===== config.mk =====
export PLATFORM = sky130hd
export DESIGN_NAME = input_debounce
export DESIGN_NICKNAME = d
export VERILOG_FILES = /design/src/rtl/input_debounce_pkg.sv /design/src/rtl/input_debounce_sync.sv /design/src/rtl/input_debounce.sv
export SDC_FILE = /design/constraint.sdc
export NUM_CORES = 1
export LEC_CHECK = 0
export ABC_AREA = 1
export BUFFER_PORTS_ARGS = -buffer_cell sky130_fd_sc_hd__buf_2
export CORE_MARGIN = 1.5
export CORE_UTILIZATION = 40
export DETAILED_ROUTE_END_ITERATION = 8
export GPL_TIMING_DRIVEN = 0
export PLACE_DENSITY = 0.56
export SETUP_SLACK_MARGIN = 0.4
export SLEW_MARGIN = 0
export SYNTH_ARGS = -nofsm -noshare
export SYNTH_HDL_FRONTEND = slang
export SYNTH_SLANG_ARGS = --single-unit

===== constraint.sdc =====
create_clock -name clk -period 2.8 [get_ports clk]
set_input_delay 0.56 -clock clk [delete_from_list [all_inputs] [get_ports clk]]
set_output_delay 0.56 -clock clk [all_outputs]
set_load 0.03 [all_outputs]

===== src/rtl/input_debounce_pkg.sv =====
// Shared helpers for the input conditioning blocks: time-to-cycle conversion,
// counter sizing and the registered pulse bundle.
package input_debounce_pkg;

    // Registered one-cycle event outputs of a debounced input.
    typedef struct packed {
        logic press;
        logic rel;
        logic lng;
    } pulse_t;

    // Milliseconds to clock cycles, never less than one cycle.
    function automatic int unsigned ms_to_cycles(input int unsigned f_clk_hz,
                                                 input int unsigned ms);
        int unsigned t;
        t = f_clk_hz / 1000 * ms;
        return (t < 1) ? 1 : t;
    endfunction

    // Width of a counter that must be able to hold the value t.
    function automatic int unsigned cnt_width(input int unsigned t);
        return (t < 1) ? 1 : $clog2(t + 1);
    endfunction

endpackage


===== src/rtl/input_debounce_sync.sv =====
// Two-flop synchroniser for a single asynchronous pin. RESET_VAL is the
// level loaded on reset so an idle pin does not look like an event.
module sync_2ff #(
    parameter logic RESET_VAL = 1'b0
) (
    input  logic clk,
    input  logic rst,
    input  logic d,
    output logic q
);

    logic s1_d, s1_q;
    logic s2_d, s2_q;

    // Plain shift through two stages.
    always_comb begin
        s1_d = d;
        s2_d = s1_q;
    end

    // Synchroniser flops, reset to the inactive pin level.
    always_ff @(posedge clk) begin
        if (rst) begin
            s1_q <= RESET_VAL;
            s2_q <= RESET_VAL;
        end else begin
            s1_q <= s1_d;
            s2_q <= s2_d;
        end
    end

    assign q = s2_q;

endmodule


===== src/rtl/input_debounce.sv =====
// Debounced push-button input: 2FF sync, debounce counter, registered
// press/release pulses and long-press detection.
// Optional auto-repeat while held: define INPUT_DEBOUNCE_REPEAT_EN.
module input_debounce
    import input_debounce_pkg::*;
#(
    parameter int unsigned F_CLK_HZ      = 25_000_000,
    parameter int unsigned DEBOUNCE_MS   = 20,
    parameter int unsigned LONG_MS       = 1000,
    parameter int unsigned IN_ACTIVE_LOW = 0,
    parameter int unsigned REPEAT_MS     = 200
) (
    input  logic clk,
    input  logic rst,
    input  logic I1,
    output logic level,
    output logic press_pulse,
    output logic release_pulse,
    output logic long_pulse,
    output logic held
);

    localparam int unsigned DB_T   = ms_to_cycles(F_CLK_HZ, DEBOUNCE_MS);
    localparam int unsigned DB_W   = cnt_width(DB_T);
    localparam logic [DB_W-1:0] DB_MAX = DB_W'(DB_T - 1);

    localparam int unsigned LONG_T = ms_to_cycles(F_CLK_HZ, LONG_MS);
    localparam int unsigned LP_W   = cnt_width(LONG_T);
    localparam logic [LP_W-1:0] LONG_MAX = LP_W'(LONG_T - 1);

    localparam logic INV = (IN_ACTIVE_LOW != 0);

    logic s2;
    logic act;

    logic [DB_W-1:0] db_cnt_d, db_cnt_q;
    logic [LP_W-1:0] lp_cnt_d, lp_cnt_q;
    logic            level_d, level_q;
    logic            held_d, held_q;
    pulse_t          pulse_d, pulse_q;
    logic            long_fire;
    logic            rep_fire;

    sync_2ff #(.RESET_VAL(INV)) u_sync (
        .clk (clk),
        .rst (rst),
        .d   (I1),
        .q   (s2)
    );

    assign act = s2 ^ INV;

`ifdef INPUT_DEBOUNCE_REPEAT_EN
    localparam int unsigned REP_T = ms_to_cycles(F_CLK_HZ, REPEAT_MS);
    localparam int unsigned RP_W  = cnt_width(REP_T);
    localparam logic [RP_W-1:0] REP_MAX = RP_W'(REP_T - 1);

    logic [RP_W-1:0] rep_cnt_d, rep_cnt_q;

    // Repeat timer runs only while held; a repeat that would land on the
    // release edge is dropped so press and release never coincide.
    always_comb begin
        rep_fire  = held_q & level_d & (rep_cnt_q == REP_MAX);
        rep_cnt_d = '0;
        if (held_q && level_d && !rep_fire)
            rep_cnt_d = rep_cnt_q + 1'b1;
    end

    // Repeat counter state.
    always_ff @(posedge clk) begin
        if (rst) rep_cnt_q <= '0;
        else     rep_cnt_q <= rep_cnt_d;
    end
`else
    logic unused_repeat;
    assign unused_repeat = (REPEAT_MS == 0);
    assign rep_fire      = 1'b0;
`endif

    // Debounce, long-press and pulse next-state logic.
    always_comb begin
        db_cnt_d = db_cnt_q;
        level_d  = level_q;
        if (act == level_q) begin
            db_cnt_d = '0;
        end else if (db_cnt_q == DB_MAX) begin
            level_d  = act;
            db_cnt_d = '0;
        end else begin
            db_cnt_d = db_cnt_q + 1'b1;
        end

        // Long press fires once per hold; suppressed if release lands now.
        long_fire = level_q & level_d & ~held_q & (lp_cnt_q == LONG_MAX);

        lp_cnt_d = lp_cnt_q;
        if (!level_q)
            lp_cnt_d = '0;
        else if (!held_q && lp_cnt_q != LONG_MAX)
            lp_cnt_d = lp_cnt_q + 1'b1;

        // held drops on the same edge that raises release_pulse.
        held_d = level_d & (held_q | long_fire);

        pulse_d.press = (level_d & ~level_q) | rep_fire;
        pulse_d.rel   = ~level_d & level_q;
        pulse_d.lng   = long_fire;
    end

    // Registered state and outputs; reset clears everything silently.
    always_ff @(posedge clk) begin
        if (rst) begin
            db_cnt_q <= '0;
            lp_cnt_q <= '0;
            level_q  <= 1'b0;
            held_q   <= 1'b0;
            pulse_q  <= '0;
        end else begin
            db_cnt_q <= db_cnt_d;
            lp_cnt_q <= lp_cnt_d;
            level_q  <= level_d;
            held_q   <= held_d;
            pulse_q  <= pulse_d;
        end
    end

    assign level         = level_q;
    assign held          = held_q;
    assign press_pulse   = pulse_q.press;
    assign release_pulse = pulse_q.rel;
    assign long_pulse    = pulse_q.lng;

endmodule


; Word level (Yosys, flattened, before mapping)
; Index checks and enable logic that the tools add are counted.
[totals]
regBits = 51
inputBits = 3
wordCells = 31
[op_classes]
add_sub_neg = 2
eq_ne = 4
muxes = 2
bitwise = 10
reduce_logical = 4
[ops]
columns = operator, n
row1 = "adder 25 x 1 -> 25 bit, second input constant", 1
row2 = "equality test 25 bit, second input constant", 1
row3 = "inequality test 25 bit, second input constant", 1
row4 = "adder 19 x 1 -> 19 bit, second input constant", 1
row5 = "equality test 19 bit, second input constant", 1
row6 = AND 1 bit, 6
row7 = inverter 1 bit, 3
row8 = OR reduction 3 bit, 1
row9 = 2-to-1 mux 1 bit, 2
row10 = OR reduction 2 bit, 1
row11 = equality test 1 bit, 1
row12 = logical AND 1 bit, 1
row13 = logical NOT 1 bit, 1
row14 = OR 1 bit, 1

; Longest topological paths before layout
; Gate-level depths: netlist of the first run.
[logic_depth]
depth_word = 8
ltp_mapped = 10

; Modules after synthesis
; Synthesis of the first run repeated with hierarchy kept, for this count alone.
[unflattened]
hier_cells = 430
area_unflattened_um2 = 2760.1
[modules_own_cells]
columns = module, instances, cells_each, area_per_inst_um2, seq_area_each_um2
row1 = input_debounce, 1, 424, 2705.1, 980.9
row2 = sync_2ff, 1, 6, 55.1, 40.0

; Worst setup path after synthesis of the first run
; Ideal clock, no wire load.
[synth_path]
path_type = register to register
start = register lp_cnt_q[0]
end = register lp_cnt_q[14]
setup_ps = 136
t_arrival_ps = 1403
required_ps = 2664
setup_slack_ps = 1260
stages_incl_launch_ff = 8
n_path_buf = 0
path_cell_list = dfxtp_1 ha_1 nand3_1 nor2_1 nand3_1 xnor2_1 nand2_1 a21oi_2
[synth_via]
elab_chain_len = 2
word_cells_on_any_way = 3
classes_between = 1 x add/sub / 1 x eq/ne / 1 x reduce/logical
[synth_lines]
columns = element, line
row1 = start: declaration, input_debounce.sv:37  ; logic [LP_W-1:0] lp_cnt_d, lp_cnt_q;
row2 = start signal: assignment, input_debounce.sv:120  ; lp_cnt_q <= lp_cnt_d;
row3 = branches (longest 2 deep; another with adder 25 x 1 -> 25 bit), --
; Parallel ways; which one is timed is not known.
; A chain may end at the register's enable or synchronous reset.

; Final worst setup path of the first run
; Ends and elaborated chain as after synthesis.

==> results of run 1 <==
==> worst max-delay path by stage <==
stage	from	endpoint	slack [ps]	cells after the start
2_1_floorplan	lp_cnt_q[0]$_SDFFE_PP0P_	lp_cnt_q[14]$_SDFFE_PP0P_	1260	7
3_3_place_gp	lp_cnt_q[0]$_SDFFE_PP0P_	lp_cnt_q[14]$_SDFFE_PP0P_	860	7
6_report	lp_cnt_q[0]$_SDFFE_PP0P_	lp_cnt_q[14]$_SDFFE_PP0P_	790	7
5_1_grt	lp_cnt_q[0]$_SDFFE_PP0P_	lp_cnt_q[14]$_SDFFE_PP0P_	430	7
3_5_place_dp	lp_cnt_q[0]$_SDFFE_PP0P_	lp_cnt_q[14]$_SDFFE_PP0P_	830	7
4_1_cts	lp_cnt_q[0]$_SDFFE_PP0P_	lp_cnt_q[14]$_SDFFE_PP0P_	800	7
==> registers in the layout, summed over array words and instances (netlist names) <==
register,count
release_pulse,1
held,1
lp_cnt_q,25
level,1
u_sync.s1_q,1
press_pulse,1
db_cnt_q,19
long_pulse,1
u_sync.q,1
==> layout make-up <==
type	count	area, um2
Buffer	7	47.5
Clock buffer	6	82.6
Clock inverter	2	13.8
Fill cell	728	3760
Inverter	45	169
Multi-Input combinational cell	326	1530
Sequential cell	51	1020
Tap cell	80	100
Timing Repair Buffer	7	35.0
==> worst min-delay path: stages, from the launching register on <==
cell	delay, ps
dfxtp_1	310
inv_1	40
nor2_1	30
==> where the power goes <==
group / total (mW) / switching, mW / internal, mW / leakage, nW
Combinational: 0.00859 / 0.00561 / 0.00297 / 0.579
Clock: 0.459 / 0.256 / 0.203 / 0.0516
Sequential: 0.727 / 0.000837 / 0.726 / 0.411
==> layer usage <==
layer | GRT usage, % | routed length [um] | part of all wire, % | vias to the layer above
met5 | 0 | 0 | 0 | -
met3 | 3.14 | 236 | 3.8 | 8
met1 | 27.3 | 3310 | 54 | 1137
li1 | - | - | - | 1365
met4 | 5.13 | 80 | 1.3 | 0
met2 | 27.3 | 2550 | 41 | 33
==> cell usage after synthesis <==
cell type and count:
or2_2 1, nand2_1 156, nand3b_1 2, buf_2 2, xnor2_1 8, buf_6 2, a21oi_1 19, nor2_4 3
inv_1 45, nand2_4 1, buf_1 1, nand3_2 1, nor2_1 66, buf_4 1, xor2_1 8, nand3_1 21
a31oi_1 2, nor3_2 1, nor3b_1 3, o21bai_1 1, o21ai_0 4, clkbuf_1 1, nand4_1 8, a21oi_2 10
dfxtp_1 51, nor3_1 8, ha_1 2, nand2_2 1
==> cells by family after synthesis <==
family                     count (synthesis)
xor gates and xnor gates                  16
adders and majority gates                  2
and+or+nand+nor                          272
DFF                                       51
buffers and inverters                     52
AOI/OAI and AO/OA                         36
==> stage by stage <==
step	hold slack (ps)	instances	cell area, um2	worst slack, ps	power [mW]
final	411	524	3000	793	1.19
after global routing	431	524	3000	433	1.24
after CTS	415	524	3000	801	1.21
after detailed placement	398	516	2900	829	0.753
after global placement	392	516	2900	856	0.753
after floorplan	388	429	2770	1260	0.749
==> cell usage in the layout (no fill, tap or decap), drive strengths merged, types with 9 or more instances in the layout <==
cell type	instances
nand3	22
nor3	9
buf	13
nor2	69
dfxtp	51
a21oi	29
inv	46
nand2	158
==> impl_metrics.tcl, run 1 <==
set metrics [dict create \
    core_mm2 0.00676 \
    syn_inst 429 \
    routed_wirelength_um 6170 \
    hp-class "reg2reg" \
    synth.distinct_cells 28 \
    synth_top_family_by_area "simple AND/OR/NAND/NOR gates" \
    yosysWarnings 0 \
    dieArea_mm2 0.00743 \
    first_iter_violations 145 \
    crit_chain "ha_1 -> nand3_1 -> nor2_1 -> nand3_1 -> xnor2_1 -> nand2_1 -> a21oi_2" \
    worst-path-buf-inv 0 \
    cts-resized-gates 0 \
    outcome "completed" \
    fin_skew_ps 6.60 \
    cts_sinks 51 \
    hold_viol 0 \
    slowest_stage "dfxtp_1" \
    via_per_inst 4.85 \
    cts.clk_slew.worst_paths_ps 100 \
    diodes 0 \
    globalplace.congestion 0.864 \
    max_slew_margin_pct 57.3 \
    ios 8 \
    std_cell_rows 30 \
    grt_pass1_wl_um 10800 \
    rsz0062_at_grt "no" \
    rrSetupSlack_ps 790 \
    cpMostUsedCell "nand3_1" \
    seq_area_frac_synth_pct 36.9 \
    synthToLayoutAreaGrowth_pct 8.36 \
    cts_setup_buffers 0 \
    synth_top_area_cell "dfxtp_1" \
    die_width_um 86.2 \
    setup_viol_count_final 0 \
    fp.dieH_um 86.2 \
    drc 0 \
    overflow 0 \
    r2r_start "lp_cnt_q[0]$_SDFFE_PP0P_" \
    leakagePower_nw 1.04 \
    cts_buffer_depth 2 \
    cts_hold_buf 0 \
    wl_per_cell_um 11.8 \
    layout-drive-gt1-share_pct 8.56 \
    synth.area.top_cells "dfxtp_1 (37%), nand2_1 (21%), nor2_1 (8.9%)" \
    yosysTopAreaCellShare_pct 36.9 \
    track_usage_pct 18.4 \
    drt_pass1_iterations 4 \
    cts_buffers 5 \
    synth-seq-cells 51 \
    grt_pass1_vias 2309 \
    start_util_pct 41.0 \
    synth_fa_ha_area_share_pct 0.904 \
    critPathLaunchType "register" \
    antenna_found_initial 0 \
    crit_type "reg2reg" \
    h-tree-depth 2 \
    antenna_left 0 \
    mappedNetlistNets 434 \
    reg2reg_depth 7 \
    hp-start "u_sync.s1_q$_SDFF_PP0_" \
    drv_cap 0 \
    cts_tree "built" \
    clkLatencyLatePin_ps 310 \
    synth_simple_gate_area_share_pct 41.3 \
    vias 2543 \
    p_per_area_mw_per_mm2 398 \
    worstMarginPinSlew_ps 641 \
    ir_drop_v 0.000219 \
    cp_max_fo 6 \
    worst_setup_path_end_kind "register" \
    nNetsFinal 448 \
    max_stage_delay_ps 440 \
    setup_tns_ps 0 \
    syn_area_per_cell_um2 6.45 \
    arrival_ps 2180 \
    min_period_ps 2010 \
    synthXorXnorAreaFrac_pct 5.06 \
    synth_compound_area_share_pct 8.04 \
    synthMuxAreaShare_pct 0 \
    finalCritPeriodShare_pct 71.7 \
    whs_path_depth 2 \
    root_buffer "clkbuf_8" \
    grt_start_max_net_pins 17 \
    path_delay_family "simple AND/OR/NAND/NOR gates" \
    hold_end "u_sync.q$_SDFF_PP0_" \
    worstPathRequired_ps 2970 \
    portBuffers 7 \
    rr_endpoint "lp_cnt_q[14]$_SDFFE_PP0P_" \
    syn_area_mm2 0.00277 \
    slew_violations 0 \
    fin_util_pct 44.4 \
    dp_hpwl_um 4780 \
    fmax_ghz 0.498 \
]
Power figures use the tool's default switching activity.
==> inputs of run 2 (changes only) <==
- clock period: 2.8 -> 2 ns (I/O delays scaled with it)
==> run 2 against run 1 <==
Against the previous run:
- hold slack got worse by 130 ps
- critical path type unchanged
- first-iteration DRC count shrank 0.69%
- sequential cell count unchanged
- routed wire length rose by 4.2%
- sequential share of layout area shrank 1.5 points
- register-to-register slack got worse by 310 ps
- die area unchanged
- clock skew grew 1.2 ps
- via count increased by 4.0%
- maximum frequency rose by 33%
- critical endpoint is now lp_cnt_q[13]$_SDFFE_PP0P_
==> impl_metrics.tcl, run 2 (synthesized netlist as in run 1, its figures left out) <==
set metrics [dict create \
    outcome "completed" \
    grt.busiest_layer "met2" \
    grt_start_max_net_pins 17 \
    portBuffers 7 \
    first_iter_violations 144 \
    wl_per_cell_um 11.9 \
    grt_pass1_vias 2321 \
    grtUsageMet1_pct 27.3 \
    layout-drive-gt1-share_pct 21.6 \
    placed_cells 516 \
    h-tree-depth 2 \
    nNetsFinal 463 \
    max_slew_margin_pct 64.6 \
    globalplace.congestion 0.864 \
    slew_violations 0 \
    worstPathRequired_ps 2230 \
    fillers 700 \
    cts_sinks 51 \
    antenna_left 0 \
    worst-path-buf-inv 1 \
    grt_pass1_wl_um 10800 \
    vias 2644 \
    core_mm2 0.00676 \
    grtUsageMet2_pct 27.4 \
    crit_chain "nand2_1 -> nor2_2 -> nand2_2 -> nor2_4 -> nand2_2 -> nand2_4 -> buf_8 -> nand2_1 -> a21oi_1" \
    cts_buffers 5 \
    path_delay_family "simple AND/OR/NAND/NOR gates" \
    worstMarginPinSlew_ps 531 \
    regMostFlops "lp_cnt_q" \
    root_buffer "clkbuf_8" \
    leakagePower_nw 1.18 \
    fmax_ghz 0.660 \
    fin_util_pct 48.9 \
    dp_hpwl_um 4780 \
    std_cell_rows 30 \
    cts.clk_slew.worst_paths_ps 100 \
    diodes 0 \
    setup_tns_ps 0 \
    grt_use_met3_pct 3.43 \
    die_width_um 86.2 \
    layout.cells.non_filler 539 \
    synthToLayoutAreaGrowth_pct 19.3 \
    hp-class "in2reg" \
    track_usage_pct 18.5 \
    hold_viol 0 \
    slowest_stage "dfxtp_4" \
    dpl_worst_slack_ps 28.8 \
    arrival_ps 1740 \
    p_per_area_mw_per_mm2 503 \
    worst_setup_path_end_kind "register" \
    layout_common_cells "nand2_1 (147), nor2_1 (58), inv_1 (43)" \
    fp.dieH_um 86.2 \
    ir_drop_v 0.000377 \
    fin_skew_ps 7.83 \
    drc 0 \
    cts_tree "built" \
    critPathLaunchType "register" \
    clkLatencyLatePin_ps 310 \
    layout_commonest_cell "nand2_1" \
    drt_pass1_iterations 4 \
    dieArea_mm2 0.00743 \
    final_area_mm2 0.00330 \
    crit_type "reg2reg" \
    overflow 0 \
    finalCritPeriodShare_pct 75.7 \
    cts_buffer_depth 2 \
    max_stage_delay_ps 380 \
    min_period_ps 1510 \
    via_per_inst 4.91 \
    drv_cap 0 \
    antenna_found_initial 0 \
    layout_setup_ws_ps 485 \
    largest_reg_flops 25 \
    top_regs "lp_cnt_q (25), db_cnt_q (19)" \
    cts_hold_buf 0 \
    ios 8 \
    start_util_pct 41.0 \
    cp_max_fo 10 \
    dpl-instance-area_mm2 0.00290 \
    setup_viol_count_final 0 \
    rsz0062_at_grt "yes" \
    routed_wirelength_um 6430 \
]
==> run 2: report_power, final <==
part           internal (mW)  switching, mW
clock                  0.284          0.358
sequential              1.00        0.00121
combinational        0.00682        0.00868
total                   1.29          0.368
==> run 2: final cells by class <==
cell class,instances,area [um2],share of cell area [%]
multi-input combinational,326,1650,50.0
sequential,51,1070,32.5
inverter,45,169,5.11
timing repair buffer,22,148,4.47
tap,80,100,3.03
clock buffer,6,82.6,2.50
buffer,7,65.1,1.97
clock inverter,2,13.8,0.417
==> run 2: per-layer routing <==
metal  part of all wire, %  wire length, um  up-vias
met3                   3.5              226        9
met5                     0                0        -
li1                      -                -     1398
met1                    53             3390     1206
met4                   1.5               96        0
met2                    42             2710       31
==> run 2: worst paths after layout <==
check,start,to,slack (ps),cells after the start
max,lp_cnt_q[19]$_SDFFE_PP0P_,lp_cnt_q[13]$_SDFFE_PP0P_,490,9
min,rst,u_sync.s1_q$_SDFF_PP0_,280,2
max reg2reg,lp_cnt_q[19]$_SDFFE_PP0P_,lp_cnt_q[13]$_SDFFE_PP0P_,490,9
min reg2reg,u_sync.s1_q$_SDFF_PP0_,u_sync.q$_SDFF_PP0_,410,2
==> run 2: per-stage QoR <==
stage          hold WS (ps)  total power [mW]
6_report                280              1.66
5_1_grt                 269              1.73
4_1_cts                 274              1.70
3_5_place_dp            398              1.05
3_3_place_gp            392              1.05
2_1_floorplan           388              1.05
==> run 2: timing repair <==
| item | CTS | global route |
|---|---|---|
| setup buffers | 0 | 15 |
| pin swaps | 0 | 9 |
| hold endpoints to repair | 0 | 0 |
| endpoints found under the setup margin | 40 | 45 |
| resized for setup | 23 | 49 |
